==> config.mk <==
export PLATFORM = sky130hd
export DESIGN_NAME = seq_detector_param_flat
export DESIGN_NICKNAME = d
export VERILOG_FILES = /design/src/rtl/seq_detector_param_if.sv /design/src/rtl/seq_detector_param.sv /design/src/flat_wrapper.sv
export SDC_FILE = /design/constraint.sdc
export NUM_CORES = 1
export LEC_CHECK = 0
export BUFFER_PORTS_ARGS = -buffer_cell sky130_fd_sc_hd__buf_2
export CORE_UTILIZATION = 54
export DETAILED_ROUTE_END_ITERATION = 8
export PLACE_DENSITY = 0.8
export SLEW_MARGIN = 15
export SYNTH_ARGS = -nofsm -noshare
export SYNTH_HDL_FRONTEND = slang
export SYNTH_SLANG_ARGS = --single-unit
export TNS_END_PERCENT = 100
==> constraint.sdc <==
create_clock -name clk -period 6.3 [get_ports clk]
set_clock_uncertainty 0.05 [all_clocks]
set_input_delay 0.315 -clock clk [delete_from_list [all_inputs] [get_ports clk]]
set_output_delay 0.315 -clock clk [all_outputs]
set_load 0.03 [all_outputs]
==> src/rtl/seq_detector_param_if.sv <==
// Bundle for the programmable serial pattern detector: configuration, qualified
// serial input and match/status outputs.
interface seq_detector_param_if #(
  parameter int MAX_LEN = 8,
  parameter int CNT_W   = 8
);
  localparam int LEN_W = $clog2(MAX_LEN + 1);

  logic               cfg_load;
  logic [MAX_LEN-1:0] pattern;
  logic [LEN_W-1:0]   pat_len;
  logic               overlap;
  logic               in_valid;
  logic               in;
  logic               out;
  logic [CNT_W-1:0]   match_cnt;
  logic               armed;
  logic               cfg_err;

  modport master (
    output cfg_load, pattern, pat_len, overlap, in_valid, in,
    input  out, match_cnt, armed, cfg_err
  );

  modport slave (
    input  cfg_load, pattern, pat_len, overlap, in_valid, in,
    output out, match_cnt, armed, cfg_err
  );
endinterface

==> src/rtl/seq_detector_param.sv <==
// Run-time programmable serial pattern detector with overlap control,
// saturating match counter and illegal-length flag.
module seq_detector_param #(
  parameter int MAX_LEN = 8,
  parameter int CNT_W   = 8
) (
  input logic               clk,
  input logic               rst,
  seq_detector_param_if.slave bus
);
  localparam int LEN_W = $clog2(MAX_LEN + 1);

  typedef enum logic [1:0] {IDLE, RUN, ERR} state_t;

  state_t             state_q, state_d;
  logic [MAX_LEN-1:0] hist_q, hist_d;
  logic [LEN_W-1:0]   fill_q, fill_d;
  logic [MAX_LEN-1:0] pat_q, pat_d;
  logic [LEN_W-1:0]   len_q, len_d;
  logic               ovl_q, ovl_d;
  logic               out_q, out_d;
  logic [CNT_W-1:0]   cnt_q, cnt_d;
  logic               err_q, err_d;

  logic [MAX_LEN-1:0] hist_new;
  logic [MAX_LEN-1:0] len_mask;
  logic [LEN_W:0]     fill_inc;
  logic               legal_len;
  logic               match;

  always_comb begin
    // NOTE: every comb output gets a default first so no path can infer a latch.
    state_d = state_q;
    hist_d  = hist_q;
    fill_d  = fill_q;
    pat_d   = pat_q;
    len_d   = len_q;
    ovl_d   = ovl_q;
    cnt_d   = cnt_q;
    err_d   = err_q;
    out_d   = 1'b0;

    legal_len = (bus.pat_len != '0) && (bus.pat_len <= LEN_W'(MAX_LEN));
    hist_new  = {hist_q[MAX_LEN-2:0], bus.in};
    fill_inc  = {1'b0, fill_q} + 1'b1;
    for (int i = 0; i < MAX_LEN; i++) begin
      len_mask[i] = (i < int'(len_q));
    end
    // Only the low len bits take part; stale history above them is ignored.
    match = (fill_inc >= {1'b0, len_q}) && (((hist_new ^ pat_q) & len_mask) == '0);

    if (bus.cfg_load) begin
      pat_d   = bus.pattern;
      len_d   = bus.pat_len;
      ovl_d   = bus.overlap;
      hist_d  = '0;
      fill_d  = '0;
      cnt_d   = '0;
      state_d = legal_len ? RUN : ERR;
      err_d   = !legal_len;
    end else if (state_q == RUN && bus.in_valid) begin
      hist_d = hist_new;
      fill_d = (fill_inc >= {1'b0, len_q}) ? len_q : fill_inc[LEN_W-1:0];
      if (match) begin
        out_d = 1'b1;
        cnt_d = (cnt_q == '1) ? cnt_q : cnt_q + 1'b1;
        if (!ovl_q) fill_d = '0;
      end
    end
  end

  always_ff @(posedge clk) begin
    // NOTE: state registers use non-blocking assignment so all update together.
    if (rst) begin
      state_q <= IDLE;
      hist_q  <= '0;
      fill_q  <= '0;
      pat_q   <= '0;
      len_q   <= '0;
      ovl_q   <= 1'b0;
      out_q   <= 1'b0;
      cnt_q   <= '0;
      err_q   <= 1'b0;
    end else begin
      state_q <= state_d;
      hist_q  <= hist_d;
      fill_q  <= fill_d;
      pat_q   <= pat_d;
      len_q   <= len_d;
      ovl_q   <= ovl_d;
      out_q   <= out_d;
      cnt_q   <= cnt_d;
      err_q   <= err_d;
    end
  end

  assign bus.out       = out_q;
  assign bus.match_cnt = cnt_q;
  assign bus.armed     = (state_q == RUN);
  assign bus.cfg_err   = err_q;
endmodule
==> src/flat_wrapper.sv <==
// flat-port wrapper written by rule: the top's interface ports become plain ports
module seq_detector_param_flat 
#(
  parameter int MAX_LEN = 8,
  parameter int CNT_W   = 8
)
  (clk, rst, bus_cfg_load, bus_pattern, bus_pat_len, bus_overlap, bus_in_valid, bus_in, bus_out, bus_match_cnt, bus_armed, bus_cfg_err);
  seq_detector_param_if #(.MAX_LEN(MAX_LEN), .CNT_W(CNT_W)) bus_i ();
  input logic clk;
  input logic rst;
  input wire logic [$bits(bus_i.cfg_load)-1:0] bus_cfg_load;
  input wire logic [$bits(bus_i.pattern)-1:0] bus_pattern;
  input wire logic [$bits(bus_i.pat_len)-1:0] bus_pat_len;
  input wire logic [$bits(bus_i.overlap)-1:0] bus_overlap;
  input wire logic [$bits(bus_i.in_valid)-1:0] bus_in_valid;
  input wire logic [$bits(bus_i.in)-1:0] bus_in;
  output wire logic [$bits(bus_i.out)-1:0] bus_out;
  output wire logic [$bits(bus_i.match_cnt)-1:0] bus_match_cnt;
  output wire logic [$bits(bus_i.armed)-1:0] bus_armed;
  output wire logic [$bits(bus_i.cfg_err)-1:0] bus_cfg_err;
  assign bus_i.cfg_load = bus_cfg_load;
  assign bus_i.pattern = bus_pattern;
  assign bus_i.pat_len = bus_pat_len;
  assign bus_i.overlap = bus_overlap;
  assign bus_i.in_valid = bus_in_valid;
  assign bus_i.in = bus_in;
  assign bus_out = bus_i.out;
  assign bus_match_cnt = bus_i.match_cnt;
  assign bus_armed = bus_i.armed;
  assign bus_cfg_err = bus_i.cfg_err;
  seq_detector_param #(.MAX_LEN(MAX_LEN), .CNT_W(CNT_W)) u_core (.clk(clk), .rst(rst), .bus(bus_i));
endmodule
# After elaboration in Yosys (flattened, before gate mapping)
# Index checks and enable logic that the tools add are counted.
word_totals:
  register_bits: 36
  in_bits: 18
  out_inout_bits: 11
  word_cells: 41
classes:
  order_cmp: 10
  n_bitwise: 4
  addsub: 2
  n_reduce_logical: 9
  n_mux: 5
  eq_ne: 2
op_table:
  columns: ["operator", "count"]
  rows:
  - ["< comparator 3 x 4 -> 1 bit (first input constant)", 4]
  - ["2-to-1 mux 4 bit", 3]
  - ["adder 8 x 1 -> 8 bit (second input constant)", 1]
  - ["AND 8 bit", 1]
  - ["== test 8 bit (second input constant)", 1]
  - ["zero test 8 bit", 1]
  - ["< comparator 1 x 4 -> 1 bit (first input constant)", 2]
  - ["< comparator 2 x 4 -> 1 bit (first input constant)", 2]
  - ["bitwise XOR 8 bit", 1]
  - ["adder 4 x 1 -> 5 bit (second input constant)", 1]
  - ["greater-or-equal comparator 5 x 4 -> 1 bit", 1]
  - ["less-or-equal comparator 4 bit (second input constant)", 1]
  - ["nonzero test 4 bit", 1]
  - ["logical AND 1 bit", 3]
  - ["AND reduction 3 bit", 1]
  - ["OR reduction 3 bit", 1]
  - ["== test 2 x 1 -> 1 bit (second input constant)", 1]
  - ["2-to-1 mux 2 bit", 1]
  - ["inverter 1 bit", 2]
  - ["OR reduction 2 bit", 1]
  - ["zero test 1 bit", 1]
  - ["2-to-1 mux 1 bit", 1]

# Depth between registers and ports, before layout
depth:
  word_depth: 5
  depth_mapped: 8
  mapped_depth_nobuf: 7

# Worst setup path after synthesis
# OpenSTA, ideal clock, no wires.
synth_path:
  path_type: "reg-to-reg"
  startpoint: "register u_core.fill_q[0]"
  endpoint: "register u_core.fill_q[2]"
  path_stages_with_launch: 8
  synth_period_minus_slack_ps: 2204
  n_path_buf: 1
  setup_ps: 71
  setup_slack_ps: 4096
  required_ps: 6179
  arrival_ps: 2083
  path_cell_list: "dfxtp_1 -> ha_1 -> ha_1 -> a211oi_1 -> o21a_1 -> clkbuf_1 -> mux2_2 -> a21oi_1"
synth_between:
  elab_chain_cells: 5
  word_cells_on_any_way: 6
  classes_between: "add/sub: 1; order compare: 1; mux: 3; reduce/logical: 1"
synth_lines:
  columns: ["element", "line_no", "rtl"]
  rows:
  - ["start, declared", "seq_detector_param.sv:17", "logic [LEN_W-1:0] fill_q, fill_d;"]
  - ["start signal, assigned", "seq_detector_param.sv:87", "fill_q <= fill_d;"]
  - ["adder 4 x 1 -> 5 bit *", "seq_detector_param.sv:45", "fill_inc = {1'b0, fill_q} + 1'b1;"]
  - ["greater-or-equal comparator 5 x 4 -> 1 bit", "seq_detector_param.sv:50, seq_detector_param.sv:63", null]
  - ["2-to-1 mux 4 bit", "seq_detector_param.sv:63", "fill_d = (fill_inc >= {1'b0, len_q}) ? len_q : fill_inc[LEN_W-1:0];"]
  - ["2-to-1 mux 4 bit", "seq_detector_param.sv:67", "if (!ovl_q) fill_d = '0;"]
  - ["2-to-1 mux 4 bit *", "seq_detector_param.sv:64", "if (match) begin"]
# Every way passes the cells marked *; elsewhere a longest branch is shown, timed or not.
# A chain may end at the register's enable or synchronous reset.

# Final worst setup path
layout_path:
  startpoint: "register u_core.len_q[1]"
  endpoint: "register u_core.fill_q[2]"
layout_between:
  elab_chain_cells: 5
  word_cells_on_any_way: 15
  classes_between: "order compare: 9; mux: 3; bitwise: 1; reduce/logical: 2"
layout_lines:
  columns: ["element", "line_no", "rtl"]
  rows:
  - ["start, declared", "seq_detector_param.sv:19", "logic [LEN_W-1:0] len_q, len_d;"]
  - ["start signal, assigned", "seq_detector_param.sv:89", "len_q <= len_d;"]
  - ["< comparator 1 x 4 -> 1 bit, or another cell as far along", "seq_detector_param.sv:47", "len_mask[i] = (i < int'(len_q));"]
  - ["AND 8 bit", "seq_detector_param.sv:50", "match = (fill_inc >= {1'b0, len_q}) && (((hist_new ^ pat_q) & len_mask) == '0);"]
  - ["zero test 8 bit", "seq_detector_param.sv:50", null]
  - ["logical AND 1 bit", "seq_detector_param.sv:50", null]
  - ["2-to-1 mux 4 bit *", "seq_detector_param.sv:64", null]
# Marks and branches as above.

==> flow_summary_export.csv <==
group,metric,value,unit
cts,cts_setup_buffers,0,
yosys,synth_compound_area_frac,0.146,
critical_path,critical_path_class,"reg2reg",
timing,setup_viol,0,
critical_path,crit_required,6.45,ns
timing,fmaxAchievable,402,MHz
yosys,syn_nets,235,
cts,clk_pin_slew_worst_paths,0.12,ns
floorplan,dieWidth,60.7,um
yosys,yosysWarnings,0,
yosys,synth_top_area_share,0.377,
yosys,synth_top_family_by_area,"simple AND/OR/NAND/NOR gates",
cells_and_area,fill_cells,282,
timing,worstMarginPinSlew,0.779,ns
yosys,yosysMostFrequentCell,"dfxtp_1",
detailed_routing,finalWirelength,3.80,mm
floorplan,dieArea,0.00368,mm^2
timing,final-hold-violation-count,0,
timing,rsz0062_at_grt,"no",
yosys,synthSimpleGateAreaFrac,0.235,
power,comb_power_share,0.132,
cells_and_area,fin_area,0.00207,mm^2
cts,cts_buffers,5,
grt,grt_antenna_before_repair,0,
yosys,synthCells,211,
grt,grt.overflow.total,0,
power,clkPwrFrac,0.355,
power,ir_worst_vdd,0.190,mV
detailed_routing,dr.pass1.iters,4,
floorplan,start_util,0.589,
floorplan,io_pins,29,
power,switching_share,0.267,
yosys,synthMuxAreaShare,0.108,
cells_and_area,syn_to_final_growth,11.4,%
critical_path,r2r_slack,3.81,ns
power,p_seq_frac,0.513,
critical_path,worstSetupEndpointType,"register",
yosys,synth_cell_types,47,
detailed_routing,routedWlPerCell,13.6,um
cts,htreeDepth,2,
power,power.leakage,0.936,nW
floorplan,rows,20,
detailed_routing,viasPerCell,5.60,
timing,min_period,2.49,ns
cts,clock-sinks,35,
critical_path,cp-start-kind,"register",
yosys,synth_seq_area_share,0.377,
yosys,ys.flop_type,"dfxtp_1",
detailed_routing,route.vias.total,1563,
floorplan,core,0.00315,mm^2
placement,gp_congestion,0.904,
status,status,"finished clean",
timing,setup_tns,0,ns
yosys,synth-xor-area-share,0.0519,
power,p_sw,0.122,mW
floorplan,die_h,60.7,um
yosys,synthAdderAreaFrac,0.0404,
grt,grt_pass1_wl,6.34,mm
power,p_int,0.335,mW
yosys,synthArstFlopShare,0,
grt,grt_pass1_vias,1458,
critical_path,cp_max_fo,9,
timing,slew_headroom,0.481,
cells_and_area,nets,258,
detailed_routing,post-route-drc-count,0,
power,total_power,0.457,mW
yosys,synth_seq_cells,35,
cells_and_area,layout-drive-gt1-share,0.209,
cts,cts-root-buf,"clkbuf_4",
timing,slew_violations,0,
cts,cts_hold_buf,0,
yosys,synth_area_per_cell,8.81,um^2
critical_path,cp.arrival,2.64,ns
cts,cts_buffer_depth,2,
cts,post_cts_resized,0,
cells_and_area,diodes,0,
yosys,yosysTopAreaCell,"dfxtp_1",
flow_run,maxCapViolations,0,
cts,tritoncts,"built",
timing,period_share,0.395,
min_path,hold_path_class,"in2reg",
placement,place_area,0.00199,mm^2
grt,grt_usage,0.235,
yosys,yosys-top-cells-count,"dfxtp_1, nand2_1, nor2_1",
cts,insertion_delay,0.35,ns
placement,hpwlAfterDp,2.73,mm
detailed_routing,ant_nets,0,
placement,io_buffers,28,
yosys,netlist_area,0.00186,mm^2
detailed_routing,dr.first_iter.drc_count,156,
yosys,synth.top_cells.by_area,"dfxtp_1, mux2i_1, nand2_1",
power,power.density,221,mW/mm^2
yosys,synth_edf_count,0,
grt,grt_max_degree,22,
## worst paths after layout
check | start | endpoint | cells past startpoint
setup reg to reg | u_core.len_q[1] | u_core.fill_q[2] | 5
hold / removal | bus_pattern[4] | u_core.pat_q[4] | 3
setup / recovery | u_core.len_q[1] | u_core.fill_q[2] | 5
hold reg to reg | u_core.hist_q[6] | u_core.hist_q[6] | 2
## per-stage QoR
step,util,setup WS (ns),hold slack [ns],std cells
after global placement,0.631,3.98,0.406,271
after detailed placement,0.631,3.87,0.413,271
after global routing,0.656,3.60,0.145,279
after CTS,0.656,3.84,0.142,279
after floorplan,-,4.10,0.398,211
final,0.656,3.81,0.144,279
## cell type report
cell class                 instances  area [um^2]  share of cell area
clock buffer                       5         37.5              0.0181
multi-input combinational        161         1080               0.522
clock inverter                     3         43.8              0.0212
inverter                           3         11.3             0.00544
tap                               44         55.1              0.0266
sequential                        35          701               0.339
timing repair buffer              28          140              0.0677
## cell families (layout without fill, tap and decap cells)
| kind of cell | after synthesis | in the layout |
|---|---|---|
| fa+ha+maj | 6 | 6 |
| simple gates | 87 | 87 |
| compound gates | 37 | 37 |
| flops | 35 | 35 |
| xor+xnor | 11 | 11 |
| buf+inv | 15 | 39 |
| mux | 20 | 20 |
## power groups by stage
stage,registers (mW),logic [mW],clock network (mW)
after floorplan,0.237,0.0479,0
after detailed placement,0.240,0.0599,0
after CTS,0.235,0.0603,0.163
final,0.235,0.0604,0.162
after global placement,0.239,0.0586,0
after global routing,0.236,0.0671,0.173
## registers in the layout, summed over array words and instances, names as in the netlist
register,cells
u_core.bus.match_cnt,8
u_core.pat_q,8
u_core.hist_q,7
u_core.bus.cfg_err,1
u_core.state_q,1
u_core.fill_q,4
u_core.ovl_q,1
u_core.len_q,4
u_core.bus.out,1
## cells in the final DEF, fill, tap and decap left out, types with 3 or more instances in the layout
cell type and count:
dfxtp_1 35, nand2_1 29, buf_2 28, nor2_1 21, mux2i_1 19, a21oi_1 10, xor2_1 7, a31oi_1 6
ha_1 6, nand3_1 5, clkbuf_4 5, xnor2_1 4, nor3_1 4, or3_1 4, and4_2 4, inv_1 3
or2_2 3, a211oi_1 3, and3_1 3, a41o_1 3
## routing by layer
layer,vias to the layer above,global-route usage,part of all wire
met3,5,0.0618,0.049
met5,-,0,0
met4,0,0.110,0.011
li1,810,-,-
met2,39,0.381,0.47
met1,709,0.292,0.47
## worst max-delay path, stage by stage, from the launching register on
cell      delay, ns
dfxtp_1        0.40
a211o_1        0.32
a222oi_1       0.67
o211ai_2       0.32
o41ai_1        0.51
a21oi_1        0.09
(Power assumes the default switching activity.)
